## src/rtl/mc_ctrl_unit.sv

```systemverilog
// -----------------------------------------------------------------------------
// mc_ctrl_unit
// Multicycle control unit for the micro ARM core. A Moore FSM sequences
// fetch / decode / execute / memory / writeback, drives the datapath
// selects and write enables, evaluates ARM condition codes against the
// architectural NZCV register it holds, and updates that register from
// the ALU flags when a flag-setting data-processing instruction executes.
//
// Optional feature macro: CTRL_CMP_EN
//   defined   : cmd 1010 (CMP) is legal. It subtracts, always updates flags
//               (subject to the condition) and never writes a register.
//   undefined : cmd 1010 is unsupported like any other unknown cmd.
//
// Ports:
//   clk        in   system clock, rising edge
//   rst_n      in   asynchronous reset, active low
//   cond       in   [3:0] instruction condition field
//   op         in   [1:0] instruction class
//   funct      in   [5:0] {I, cmd[3:0], S/L}
//   rd         in   [3:0] destination register
//   alu_flags  in   [3:0] {N,Z,C,V} from the ALU, current cycle
//   pc_we      out  PC write enable
//   ir_we      out  instruction register write enable
//   reg_we     out  register file write enable
//   mem_we     out  data memory write enable
//   adr_src    out  0=PC, 1=ALU result register
//   alu_src_a  out  0=register A, 1=PC
//   alu_src_b  out  [1:0] 00=register B, 01=extended imm, 10=constant 4
//   result_src out  [1:0] 00=ALU result reg, 01=memory data, 10=ALU direct
//   imm_src    out  [1:0] equals op
//   alu_ctrl   out  [ALU_CTRL_W-1:0] ADD=00 SUB=01 AND=10 ORR=11
//   flags_q    out  [3:0] registered NZCV
//   illegal    out  one-cycle pulse in EXEC on an unsupported cmd
// -----------------------------------------------------------------------------
module mc_ctrl_unit #(
  parameter int ALU_CTRL_W = 2
) (
  input  logic                  clk,
  input  logic                  rst_n,
  input  logic [3:0]            cond,
  input  logic [1:0]            op,
  input  logic [5:0]            funct,
  input  logic [3:0]            rd,
  input  logic [3:0]            alu_flags,
  output logic                  pc_we,
  output logic                  ir_we,
  output logic                  reg_we,
  output logic                  mem_we,
  output logic                  adr_src,
  output logic                  alu_src_a,
  output logic [1:0]            alu_src_b,
  output logic [1:0]            result_src,
  output logic [1:0]            imm_src,
  output logic [ALU_CTRL_W-1:0] alu_ctrl,
  output logic [3:0]            flags_q,
  output logic                  illegal
);

  localparam logic [ALU_CTRL_W-1:0] ALU_ADD = 2'b00;
  localparam logic [ALU_CTRL_W-1:0] ALU_SUB = 2'b01;
  localparam logic [ALU_CTRL_W-1:0] ALU_AND = 2'b10;
  localparam logic [ALU_CTRL_W-1:0] ALU_ORR = 2'b11;

  typedef enum logic [3:0] {
    S_FETCH   = 4'd0,
    S_DECODE  = 4'd1,
    S_EXEC_R  = 4'd2,
    S_EXEC_I  = 4'd3,
    S_ALU_WB  = 4'd4,
    S_MEM_ADR = 4'd5,
    S_MEM_RD  = 4'd6,
    S_MEM_WB  = 4'd7,
    S_MEM_WR  = 4'd8,
    S_BRANCH  = 4'd9
  } state_t;

  state_t                  state_r;
  logic [3:0]              flags_r;

  logic [3:0]              cmd_s;
  logic                    cmd_legal_s;
  logic                    cmd_is_cmp_s;
  logic                    cmd_arith_s;
  logic [ALU_CTRL_W-1:0]   cmd_ctrl_s;
  logic                    cond_ex_s;
  logic                    in_exec_s;
  logic                    flag_upd_s;
  logic                    dp_wb_s;
  logic                    rd_is_pc_s;

  logic                    pc_we_s;
  logic                    ir_we_s;
  logic                    reg_we_s;
  logic                    mem_we_s;
  logic                    illegal_s;
  logic                    adr_src_s;
  logic                    alu_src_a_s;
  logic [1:0]              alu_src_b_s;
  logic [1:0]              result_src_s;
  logic [ALU_CTRL_W-1:0]   alu_ctrl_s;

  assign cmd_s      = funct[4:1];
  assign in_exec_s  = (state_r == S_EXEC_R) || (state_r == S_EXEC_I);
  assign rd_is_pc_s = (rd == 4'd15);

  // Data-processing cmd decode: ALU operation, legality, and whether C/V load.
  always_comb begin
    cmd_legal_s  = 1'b0;
    cmd_is_cmp_s = 1'b0;
    cmd_arith_s  = 1'b0;
    cmd_ctrl_s   = ALU_ADD;
    case (cmd_s)
      4'b0100: begin cmd_legal_s = 1'b1; cmd_arith_s = 1'b1; cmd_ctrl_s = ALU_ADD; end
      4'b0010: begin cmd_legal_s = 1'b1; cmd_arith_s = 1'b1; cmd_ctrl_s = ALU_SUB; end
      4'b0000: begin cmd_legal_s = 1'b1; cmd_arith_s = 1'b0; cmd_ctrl_s = ALU_AND; end
      4'b1100: begin cmd_legal_s = 1'b1; cmd_arith_s = 1'b0; cmd_ctrl_s = ALU_ORR; end
`ifdef CTRL_CMP_EN
      4'b1010: begin
        cmd_legal_s  = 1'b1;
        cmd_is_cmp_s = 1'b1;
        cmd_arith_s  = 1'b1;
        cmd_ctrl_s   = ALU_SUB;
      end
`endif
      default: begin
        cmd_legal_s = 1'b0;
        cmd_ctrl_s  = ALU_ADD;
      end
    endcase
  end

  // ARM condition evaluation against the registered NZCV ({N,Z,C,V}).
  always_comb begin
    cond_ex_s = 1'b0;
    case (cond)
      4'b0000: cond_ex_s =  flags_r[2];
      4'b0001: cond_ex_s = !flags_r[2];
      4'b0010: cond_ex_s =  flags_r[1];
      4'b0011: cond_ex_s = !flags_r[1];
      4'b0100: cond_ex_s =  flags_r[3];
      4'b0101: cond_ex_s = !flags_r[3];
      4'b0110: cond_ex_s =  flags_r[0];
      4'b0111: cond_ex_s = !flags_r[0];
      4'b1000: cond_ex_s =  flags_r[1] && !flags_r[2];
      4'b1001: cond_ex_s = !flags_r[1] ||  flags_r[2];
      4'b1010: cond_ex_s =  (flags_r[3] == flags_r[0]);
      4'b1011: cond_ex_s =  (flags_r[3] != flags_r[0]);
      4'b1100: cond_ex_s = !flags_r[2] && (flags_r[3] == flags_r[0]);
      4'b1101: cond_ex_s =  flags_r[2] || (flags_r[3] != flags_r[0]);
      default: cond_ex_s = 1'b1;
    endcase
  end

  // CMP sets flags without an S bit; unsupported cmds never touch flags.
  assign flag_upd_s = in_exec_s && cmd_legal_s && (funct[0] || cmd_is_cmp_s) && cond_ex_s;
  // Register/PC writeback of a data-processing result.
  assign dp_wb_s    = cond_ex_s && cmd_legal_s && !cmd_is_cmp_s;

  // Main control FSM state register and transitions.
  always_ff @(posedge clk or negedge rst_n) begin
    if (!rst_n) begin
      state_r <= S_FETCH;
    end else begin
      case (state_r)
        S_FETCH:  state_r <= S_DECODE;
        S_DECODE: begin
          case (op)
            2'b00:   state_r <= funct[5] ? S_EXEC_I : S_EXEC_R;
            2'b01:   state_r <= S_MEM_ADR;
            2'b10:   state_r <= S_BRANCH;
            default: state_r <= S_FETCH;
          endcase
        end
        S_EXEC_R:  state_r <= S_ALU_WB;
        S_EXEC_I:  state_r <= S_ALU_WB;
        S_ALU_WB:  state_r <= S_FETCH;
        S_MEM_ADR: state_r <= funct[0] ? S_MEM_RD : S_MEM_WR;
        S_MEM_RD:  state_r <= S_MEM_WB;
        S_MEM_WB:  state_r <= S_FETCH;
        S_MEM_WR:  state_r <= S_FETCH;
        S_BRANCH:  state_r <= S_FETCH;
        default:   state_r <= S_FETCH;
      endcase
    end
  end

  // NZCV register: logical ops keep the previous C and V.
  always_ff @(posedge clk or negedge rst_n) begin
    if (!rst_n) begin
      flags_r <= 4'b0000;
    end else if (flag_upd_s) begin
      flags_r[3:2] <= alu_flags[3:2];
      if (cmd_arith_s) begin
        flags_r[1:0] <= alu_flags[1:0];
      end
    end
  end

  // Moore output decode from the state register (enables gated by cond_ex).
  always_comb begin
    pc_we_s      = 1'b0;
    ir_we_s      = 1'b0;
    reg_we_s     = 1'b0;
    mem_we_s     = 1'b0;
    illegal_s    = 1'b0;
    adr_src_s    = 1'b0;
    alu_src_a_s  = 1'b0;
    alu_src_b_s  = 2'b00;
    result_src_s = 2'b00;
    alu_ctrl_s   = ALU_ADD;
    case (state_r)
      S_FETCH: begin
        alu_src_a_s  = 1'b1;
        alu_src_b_s  = 2'b10;
        result_src_s = 2'b10;
        ir_we_s      = 1'b1;
        pc_we_s      = 1'b1;
      end
      S_DECODE: begin
        alu_src_a_s = 1'b1;
        alu_src_b_s = 2'b10;
      end
      S_EXEC_R, S_EXEC_I: begin
        alu_src_b_s = (state_r == S_EXEC_I) ? 2'b01 : 2'b00;
        alu_ctrl_s  = cmd_ctrl_s;
        illegal_s   = !cmd_legal_s;
      end
      S_ALU_WB: begin
        reg_we_s = dp_wb_s && !rd_is_pc_s;
        pc_we_s  = dp_wb_s &&  rd_is_pc_s;
      end
      S_MEM_ADR: begin
        alu_src_b_s = 2'b01;
        alu_ctrl_s  = funct[3] ? ALU_ADD : ALU_SUB;
      end
      S_MEM_RD: begin
        adr_src_s = 1'b1;
      end
      S_MEM_WB: begin
        result_src_s = 2'b01;
        reg_we_s     = cond_ex_s && !rd_is_pc_s;
        pc_we_s      = cond_ex_s &&  rd_is_pc_s;
      end
      S_MEM_WR: begin
        adr_src_s = 1'b1;
        mem_we_s  = cond_ex_s;
      end
      S_BRANCH: begin
        alu_src_b_s  = 2'b01;
        result_src_s = 2'b10;
        pc_we_s      = cond_ex_s;
      end
      default: begin
        alu_ctrl_s = ALU_ADD;
      end
    endcase
  end

  // Write enables and illegal are held low for the whole time reset is asserted.
  assign pc_we      = pc_we_s   && rst_n;
  assign ir_we      = ir_we_s   && rst_n;
  assign reg_we     = reg_we_s  && rst_n;
  assign mem_we     = mem_we_s  && rst_n;
  assign illegal    = illegal_s && rst_n;
  assign adr_src    = adr_src_s;
  assign alu_src_a  = alu_src_a_s;
  assign alu_src_b  = alu_src_b_s;
  assign result_src = result_src_s;
  assign imm_src    = op;
  assign alu_ctrl   = alu_ctrl_s;
  assign flags_q    = flags_r;

endmodule

```

## config.mk

```make
export PLATFORM = sky130hd
export DESIGN_NAME = mc_ctrl_unit
export DESIGN_NICKNAME = d
export VERILOG_FILES = /design/src/rtl/mc_ctrl_unit.sv
export SDC_FILE = /design/constraint.sdc
export NUM_CORES = 1
export LEC_CHECK = 0
export BUFFER_PORTS_ARGS = -buffer_cell sky130_fd_sc_hd__buf_4
export CAP_MARGIN = 30
export CORE_MARGIN = 2
export CORE_UTILIZATION = 40
export DETAILED_ROUTE_END_ITERATION = 10
export GPL_TIMING_DRIVEN = 1
export PLACE_DENSITY = 0.79
export SETUP_SLACK_MARGIN = 0.02
export SLEW_MARGIN = 0
export SYNTH_ARGS = -nofsm -noshare
export SYNTH_HDL_FRONTEND = slang
export SYNTH_SLANG_ARGS = --single-unit
```

## constraint.sdc

```tcl
create_clock -name clk -period 1.8 [get_ports clk]
set_input_delay 0.36 -clock clk [delete_from_list [all_inputs] [get_ports clk]]
set_output_delay 0.36 -clock clk [all_outputs]
set_load 0.05 [all_outputs]
```

==> flow_summary.yaml <==
placed_design:
  port_buffers: 40
  placed_cell_area_mm2: 0.001592
  place_ws_ps: -341.1
  dp_hpwl_mm: 2.442
  gp_congestion: 0.8045
  dp_cells: 212
global_route:
  grt_pass1_vias: 1252
  grt_max_degree: 15
  grt_pass1_wl_mm: 5.809
  antenna_found_initial: 0
  grt_overflow_total: 0
  grt_usage_pct: 28.16
power_and_ir_drop:
  p_leak_nw: 0.9120
  sequentialPowerShare_pct: 12.5
  finalPower_w: 0.002549
  switchingPower_w: 0.001303
  intPower_w: 0.001245
  netSwitchingFraction_pct: 51.14
  p_clk_share_pct: 6.0
  powerDensity_mw_per_mm2: 1318
  ir_drop_mv: 1.158
  p_comb_share_pct: 81.5
synthesis:
  synth_xor_area_share_pct: 5.505
  yosys.area.top_type_share_pct: 20.97
  syn_nets: 147
  synth_mux_area_share_pct: 9.305
  ys_types: 41
  synth_compound_area_share_pct: 16.64
  dominantRegCellSynth: "dfrtp_1"
  syn_avg_cell_area_um2: 7.956
  async_reset_ff_share_pct: 100.0
  yosys.area.top_type: "dfrtp_1"
  synthAdderAreaFrac_pct: 6.553
  synth_edf_count: 0
  synthCells: 120
  synthSimpleGateAreaFrac_pct: 32.90
  yosysMostFrequentCell: "nor2_1"
  synthTopCellsByCount: "nor2_1, a21oi_1, dfrtp_1"
  syn_area_um2: 954.7
  synth_seq_area_share_pct: 20.97
  yosysWarnings: 0
  synthTopCellsByArea: "dfrtp_1, ha_1, a21oi_1"
  synth-seq-cells: 8
  synth_top_family_by_area: "simple AND/OR/NAND/NOR gates"
setup_path:
  rrSetupSlack_ps: -280
  rr_endpoint: "flags_q[0]$_DFFE_PN0P_"
  crit_required_ps: 1440
  start_kind: "flip-flop"
  slowest_delay_ps: 380
  slowest_stage: "dfrtp_2"
  cp.buffers_inverters: 2
  critical_path_arrival_ps: 1990
  path_delay_family: "simple AND/OR/NAND/NOR gates"
  worstSetupPathType: "reg2out"
  endpoint_kind: "primary output"
  crit_end: "reg_we"
  crit_fanout: 4
  crit_chain: "and3b_2 -> a22oi_2 -> mux2i_2 -> nor2_2 -> buf_4 -> nor4_4 -> buf_6"
  crit_start: "flags_q[2]$_DFFE_PN0P_"
  reg2regPathDepth: 7
  rr_startpoint: "flags_q[3]$_DFFE_PN0P_"
  crit_cells: 7
floorplan:
  die_area_mm2: 0.002794
  num_rows: 17
  pin_count: 41
  initial_utilization_pct: 42.75
  die_h_um: 52.86
  core_mm2: 0.002233
  chipWidth_um: 52.86
cts:
  hold_buffers: 0
  path_clk_slew_ps: 60
  ctsHtreeMaxLevel: 1
  clockRootBuffer: "clkbuf_4"
  cts_tree: "built"
  clock_path_buffers: 2
  cts_made_buffers: 3
  clock_sinks: 8
  clkLatencyLatePin_ps: 250
route:
  wire_per_inst_um: 19.69
  drt_wl_total_mm: 4.568
  drc_errors: 0
  drtIter0Drc: 54
  drtAntennaViolNets: 0
  dr.pass1.iters: 4
  viasPerCell: 5.733
  vias: 1330
sta:
  clock.fmax_mhz: 425.4
  fin_crit_sh_pct: 130.6
  finalCriticalPeriod_ps: 2351
  fin_hold_ws_ps: 41.15
  drv_slew: 0
  worstMarginPinSlew_ps: 460.0
  setup_violations: 14
  final-hold-violation-count: 0
  fin_skew_ps: 0.7425
  rsz0062_at_grt: "true"
  slew_headroom_pct: 69.05
  setup_ws_ps: -550.9
finish:
  area_growth_pct: 102.5
  final_cells: 232
  fin_nets: 232
  final_cell_area_mm2: 0.001933
  antenna_cells: 0
  drive_gt1_share_pct: 62.25
outcome:
  status: "complete, but fails checks"
  violations: "setup timing"
hold_path:
  hp-class: "in2async"
flow_run:
  maxCapViolations: 0
[cells by family after synthesis]
| logic type | after synthesis |
|---|---|
| fa+ha+maj | 5 |
| xor+xnor | 6 |
| simple gates | 52 |
| buf+inv | 16 |
| mux | 8 |
| flops | 8 |
| compound gates | 25 |
[cells in the final DEF (no fill, tap or decap), drive strengths merged]
master and n:
buf 90, nor2 10, dfrtp 8, a21oi 8, nor3 7, inv 6, nor2b 6, o21ai 6
ha 5, nand2 4, mux2i 4, mux2 4, clkbuf 4, nor3b 4, and3 4, nand2b 3
xnor2 3, xor2 3, o211ai 3, nor4 3, nand3 2, o22ai 2, nand3b 2, a22oi 2
a32oi 1, and4b 1, or3b 1, and3b 1, and2 1, o221ai 1, nand4 1, and4 1
a31oi 1, nor4bb 1, o311a 1
[layer usage]
layer  vias up  part of all wire (%)  GRT usage, %
met5         -                     0             0
met3        20                   5.6         3.107
li1        600                     -             -
met1       647                    37         33.68
met2        63                    53         52.08
met4         0                   3.8         8.547
[worst min path at each step]
stage | startpoint | end | slack [ps] | cells past startpoint
3_5_place_dp | rst_n | state_r[2]$_DFF_PN0_ | 310 | 2
5_1_grt | rst_n | state_r[0]$_DFF_PN0_ | 40 | 2
4_1_cts | rst_n | flags_q[1]$_DFFE_PN0P_ | 30 | 2
6_report | rst_n | state_r[0]$_DFF_PN0_ | 40 | 2
3_3_place_gp | rst_n | state_r[0]$_DFF_PN0_ | 300 | 2
2_1_floorplan | rst_n | flags_q[0]$_DFFE_PN0P_ | 60 | 0
[layout make-up]
type / instances / area, µm²
Fill cell: 114 / 300.3
Clock buffer: 4 / 26.28
Tap cell: 28 / 35.03
Inverter: 6 / 22.52
Timing Repair Buffer: 90 / 798.3
Multi-Input combinational cell: 96 / 842.1
Sequential cell: 8 / 209.0
[stage by stage]
step,TNS (ps),util [%]
6_report,-3676,86.55
2_1_floorplan,-1316,-
3_3_place_gp,-1656,71.26
4_1_cts,-2871,81.23
5_1_grt,-4592,86.55
3_5_place_dp,-1848,71.26
[worst reg2reg max path, delay by kind of cell, from the launching register on]
kind                   cells  cell delay, ps
DFF                        1             430
and+or+nand+nor            2             360
AOI/OAI and AO/OA          2             440
buffers and inverters      2             340
muxes                      1             380
[flip-flops by register name, indices dropped and copies added, names as in the netlist]
register	count
flags_q	4
state_r	4
[power by group through the flow]
| stage | registers (W) | logic (W) | clock network [W] |
|---|---|---|---|
| floorplan | 0.000336 | 0.000976 | 0 |
| global placement | 0.000277 | 0.00150 | 0 |
| detailed placement | 0.000280 | 0.00154 | 0 |
| CTS | 0.000298 | 0.00180 | 0.000152 |
| global route | 0.000321 | 0.00214 | 0.000163 |
| finish | 0.000318 | 0.00208 | 0.000154 |
[what timing repair did]
action | 4_1_cts | 5_1_grt
setup endpoints to repair | 16 | 16
pin swaps | 11 | 6
gates resized for setup | 33 | 20
gates cloned | 1 | 0
setup buffers | 9 | 7
(Power assumes the default switching activity.)
